<file path="src/rtl/rca_multiword_seq.sv">
// Multi-word add/subtract sequencer: one SIZE-bit ripple-carry adder is
// reused over WORDS chunks, least-significant chunk first, with the carry
// between chunks held in a register.

// SIZE-bit ripple-carry adder, purely combinational.
module parametric_RCA #(
  parameter int SIZE = 8
) (
  input  logic [SIZE-1:0] i_x,
  input  logic [SIZE-1:0] i_y,
  input  logic            i_cin,
  output logic [SIZE-1:0] o_sum,
  output logic            o_cout
);
  logic [SIZE:0] w_c;

  assign w_c[0] = i_cin;

  for (genvar i = 0; i < SIZE; i++) begin : g_bit
    assign o_sum[i]  = i_x[i] ^ i_y[i] ^ w_c[i];
    assign w_c[i+1]  = (i_x[i] & i_y[i]) | (w_c[i] & (i_x[i] ^ i_y[i]));
  end

  assign o_cout = w_c[SIZE];
endmodule

module rca_multiword_seq #(
  parameter int SIZE  = 8,
  parameter int WORDS = 4
) (
  input  logic                  i_clk,
  input  logic                  i_rst_n,
  input  logic                  i_start,
  input  logic                  i_sub,
  input  logic [SIZE*WORDS-1:0] i_a,
  input  logic [SIZE*WORDS-1:0] i_b,
  input  logic                  i_cin,
  output logic                  o_busy,
  output logic                  o_done,
  output logic [SIZE*WORDS-1:0] o_result,
  output logic                  o_cout,
  output logic                  o_ovf
);
  localparam int IW = (WORDS > 1) ? $clog2(WORDS) : 1;

  typedef enum logic {S_IDLE = 1'b0, S_RUN = 1'b1} state_t;

  state_t                       r_state, w_state_nxt;
  logic [WORDS-1:0][SIZE-1:0]   r_a, r_b, r_res;
  logic [IW-1:0]                r_idx;
  logic                         r_carry, r_done, r_cout, r_ovf;

  logic [SIZE-1:0]              w_x, w_y, w_sum;
  logic                         w_cout, w_accept, w_last;

  assign w_accept = (r_state == S_IDLE) && i_start;
  assign w_last   = (r_state == S_RUN) && (r_idx == IW'(WORDS - 1));

  // Select the current chunk of each operand register.
  always_comb begin
    w_x = '0;
    w_y = '0;
    for (int k = 0; k < WORDS; k++) begin
      if (r_idx == IW'(k)) begin
        w_x = r_a[k];
        w_y = r_b[k];
      end
    end
  end

  parametric_RCA #(.SIZE(SIZE)) u_rca (
    .i_x    (w_x),
    .i_y    (w_y),
    .i_cin  (r_carry),
    .o_sum  (w_sum),
    .o_cout (w_cout)
  );

  // State register.
  always_ff @(posedge i_clk or negedge i_rst_n) begin
    if (!i_rst_n) r_state <= S_IDLE;
    else          r_state <= w_state_nxt;
  end

  // Next state: leave IDLE on start, return after the top chunk.
  always_comb begin
    w_state_nxt = r_state;
    case (r_state)
      S_IDLE:  if (i_start) w_state_nxt = S_RUN;
      S_RUN:   if (w_last)  w_state_nxt = S_IDLE;
      default: w_state_nxt = S_IDLE;
    endcase
  end

  // Datapath: capture operands on accept, then one chunk per RUN cycle.
  // Subtraction is a + ~b + 1, so B is inverted at capture and the carry
  // seeded with 1; the overflow test then uses the inverted top bit.
  always_ff @(posedge i_clk or negedge i_rst_n) begin
    if (!i_rst_n) begin
      r_a     <= '0;
      r_b     <= '0;
      r_res   <= '0;
      r_idx   <= '0;
      r_carry <= 1'b0;
      r_done  <= 1'b0;
      r_cout  <= 1'b0;
      r_ovf   <= 1'b0;
    end else begin
      r_done <= 1'b0;
      if (w_accept) begin
        r_a     <= i_a;
        r_b     <= i_sub ? ~i_b : i_b;
        r_carry <= i_sub ? 1'b1 : i_cin;
        r_idx   <= '0;
      end else if (r_state == S_RUN) begin
        for (int k = 0; k < WORDS; k++)
          if (r_idx == IW'(k)) r_res[k] <= w_sum;
        r_carry <= w_cout;
        r_idx   <= w_last ? '0 : r_idx + IW'(1);
        if (w_last) begin
          r_cout <= w_cout;
          r_ovf  <= (w_x[SIZE-1] ~^ w_y[SIZE-1]) & (w_sum[SIZE-1] ^ w_x[SIZE-1]);
          r_done <= 1'b1;
        end
      end
    end
  end

  assign o_busy   = (r_state == S_RUN);
  assign o_done   = r_done;
  assign o_result = r_res;
  assign o_cout   = r_cout;
  assign o_ovf    = r_ovf;
endmodule

</file>
<file path="config.mk">
export PLATFORM = sky130hd
export DESIGN_NAME = rca_multiword_seq
export DESIGN_NICKNAME = d
export VERILOG_FILES = /design/src/rtl/rca_multiword_seq.sv
export SDC_FILE = /design/constraint.sdc
export NUM_CORES = 1
export LEC_CHECK = 0
export CAP_MARGIN = 20
export CORE_MARGIN = 2
export CORE_UTILIZATION = 45
export CTS_CLUSTER_SIZE = 24
export DETAILED_ROUTE_END_ITERATION = 8
export GPL_TIMING_DRIVEN = 0
export PLACE_DENSITY_LB_ADDON = 0.3
export SYNTH_ARGS = -nofsm -noshare
export SYNTH_HDL_FRONTEND = slang
export SYNTH_SLANG_ARGS = --single-unit
</file>
<file path="constraint.sdc">
create_clock -name i_clk -period 14.7 [get_ports i_clk]
set_input_delay 2.94 -clock i_clk [delete_from_list [all_inputs] [get_ports i_clk]]
set_output_delay 2.94 -clock i_clk [all_outputs]
set_load 0.03 [all_outputs]
</file>
==> impl_results.md <==
* Outcome: finished clean
* First-pass GRT wire length at 18.54 mm
* FFs w/ async S/R, synth at 100.0%
* DIE AREA at 11980 µm²
* Final hold violation count at 0
* Most used cell, CP: fa_1
* Worst path arrival time at 5.64 ns
* Area leader, netlist: dfrtp_1
* CTS hold repair buffers at 0
* Routed Antenna Nets at 0
* Root Buffer: clkbuf_8
* Unrepaired setup endpoints after global routing: no
* Worst Hold Class: reg2reg
* Tmin final at 5.389 ns
* Synth Warn # at 0
* Post-synth EDFFs at 0
* Kind of critical path: reg2reg
* Placed insts at 690
* Vias per cell at 5.079
* Final non-filler cell total at 706
* Worst Tran Pin Value at 0.5993 ns
* Worst-path maximum fanout at 10
* CP cell instances: inv_1 > ha_1 > buf_6 > buf_6 > a221oi_2 > nor3_1 > a21oi_2 > fa_1 > fa_1 > fa_1 > fa_1 > fa_1 > inv_1 > fa_1 > inv_1 > fa_1 > inv_1 > fa_1 > nor2b_1 > nand4_1 > nand3_1
* Worst VDD drop at 0.1221 mV
* Slowest stage delay, CP at 0.51 ns
* Cells after Synth at 446
* Rel. slew slack at 60.05%
* Storage cell area at 2577 µm²
* RR Startpoint: r_idx[1]$_DFFE_PN0P_
* Synth top area cells: dfrtp_1 51%, mux2_2 9.2%, o21ai_0 6.1%
* CTS tree: built
* Part of the cycle the worst path needs at 36.66%
* Net count, final at 643
* Share of cells above drive strength 1 at 18.90%
* Start point of the worst hold path: o_result[20]$_DFFE_PN0P_
* DP Area at 6237 µm²
* Post-CTS setup buffers at 0
* Die X at 109.5 µm
* I/O pin count at 105
* Count of state elements after synthesis at 103
* FP Rows at 38
* Slowest CP cell: fa_1
* Fmax at 185.6 MHz
* Initial Utilization at 46.18%
* Final Core Density at 59.42%
* ANT cells at 0
* CP endpoint kind: flop
* Vias in the first global route at 3701
* Drt first pass iters at 4
* Design area at 6441 µm²
* Post-DR wirelength/cell at 15.71 µm
* Clk Latency, worst-skew pair at 0.37 ns
* CTS clk-pin slew, worst paths at 0.10 ns
* Leak Pwr at 2.734 nW
* P_int at 0.8997 mW
* MaxCap Viol Count at 0
* Cell area after technology mapping at 5006 µm²
* Largest net degree at the start of global routing at 60
* # setup viols final at 0
* GRT Overall Usage at 20.41%
* Total wire length at 11.09 mm
* GRT Residual Overflow at 0
* Clk buf depth at 2
* Sequential share of power at 32.1%
* Switching Fraction at 42.95%
* PostCTS Resize Cnt at 0
* Routability Congestion at 0.8609
* Syn avg cell area at 11.22 µm²
* Pwr per Cell Area at 244.8 nW/µm²
* Initial antenna violation count at 0
* Drt initial violations at 137
* Die H at 109.5 µm
* Footprint of the multi-input gates at 2172 µm²
* Clk sink count at 103
* Post-Syn Nets at 528
* Core Region at 10840 µm²
* Primary FF master, synth: dfrtp_1
* # DRC at 0
* Critical Path Start: r_idx[1]$_DFFE_PN0P_
* Worst-case reg-to-reg path depth at 21
* Sequential-to-total area share from yosys stat at 51.49%
* Via count at 3586
* Htree depth at 3
* Switch Pwr at 0.6773 mW
* Setup ws final at 9.311 ns
* Slew Limit Fails at 0
* Dpl ws at 9.384 ns
* Number of fill cells at 945
* Nature of the critical path startpoint: flop
* Port buffer count at 103
* Clk_skew at 0.01299 ns
* Required time of the critical path at 14.95 ns
* Distinct cells, synth at 28
* Num CTS Buffers at 9
* Setup TNS at 0 ns
* Hold path cells at 2
* Top-area cell type share of the netlist area at 51.49%
* DPL Wire Length at 8.763 mm
* Clock power frac at 11.5%
* P&R area growth vs syn at 28.67%
* Comb pwr share at 56.4%
## cells in the mapped netlist, types with 2 or more instances
cell      number
dfrtp_1      103
nand2_1       68
o21ai_0       61
mux2_2        41
xnor2_1       32
nor2b_1       25
nor3_1        12
buf_2         10
a21oi_1        9
a21oi_2        9
a221oi_2       9
buf_4          8
buf_6          8
fa_1           8
inv_1          8
nor2_1         8
clkbuf_1       5
ha_1           5
a221oi_1       3
a22o_1         3
nand3b_1       3
nand2_2        2
## per-stage QoR
stage                     hold slack (ns)  power [mW]
after CTS                          0.4934       1.589
after global routing               0.5172       1.711
final                              0.4851       1.577
after global placement             0.4627       1.364
after floorplan                    0.4422       1.105
after detailed placement           0.4701       1.409
## worst paths after layout
path / slack (ns) / to
worst min register to register: 0.49 / o_result[20]$_DFFE_PN0P_
worst min-delay path: 0.49 / o_result[20]$_DFFE_PN0P_
min in group asynchronous: 2.57 / r_a[15]$_DFFE_PN0P_
max in group asynchronous: 11.45 / r_a[0]$_DFFE_PN0P_
worst max register to register: 9.31 / o_ovf$_DFFE_PN0P_
worst max-delay path: 9.31 / o_ovf$_DFFE_PN0P_
## kinds of logic (layout without fill, tap and decap cells)
kind of cell,Yosys count,after routing,synth area share (%)
flops,103,103,51.49
buf+inv,40,160,5.124
fa+ha+maj,13,13,4.449
compound gates,95,95,12.87
simple gates,122,122,11.25
xor+xnor,32,32,5.599
mux,41,41,9.223
## final cells by class
cell class	instances	share of cell area (%)
Buffer	32	3.516
Clock buffer	9	1.923
Clock inverter	7	1.243
Inverter	8	0.4662
Multi-Input combinational cell	303	33.72
Sequential cell	103	40.02
Tap cell	140	2.720
Timing Repair Buffer	104	16.39
## critical path, delay by kind of cell (launching register included)
family	cells	cell delay [ns]
AOI/OAI and AO/OA	2	0.16
adders and majority gates	9	3.36
buffers and inverters	6	0.70
DFF	1	0.43
and+or+nand+nor	4	0.58
## flip-flops by register name, indices dropped and copies added (netlist names), 2 cells and up
register / count
o_result: 32
r_a: 32
r_b: 32
r_idx: 2
## layer usage
metal,wire (µm),up-vias,track usage [%]
met1,4765,1716,26.31
met5,0,-,0
met2,5417,114,34.61
li1,-,1733,-
met3,612,23,2.786
met4,296,0,8.499
## cell usage in the layout (no fill, tap or decap), drive strengths merged
master         count
nand2b             1
nand3              1
nor3              12
dfrtp            103
clkinv             3
mux2              41
nand4              1
a22o               3
clkinvlp           1
inv               10
nand2             70
xnor2             32
a221oi            12
bufinv             1
nor2b             25
o21ai             61
nand4b             1
clkdlybuf4s50    102
buf               28
nand3b             3
nor2               8
clkbuf            15
a2111oi            1
fa                 8
ha                 5
a21oi             18
## power by group through the flow
stage                     sequential [mW]  clock [mW]  combinational, mW
after global routing                0.524       0.199              0.988
after global placement              0.507           0              0.856
final                               0.507       0.181              0.889
after detailed placement            0.514           0              0.894
after floorplan                     0.583           0              0.521
after CTS                           0.508       0.184              0.897
(Power assumes the default switching activity.)
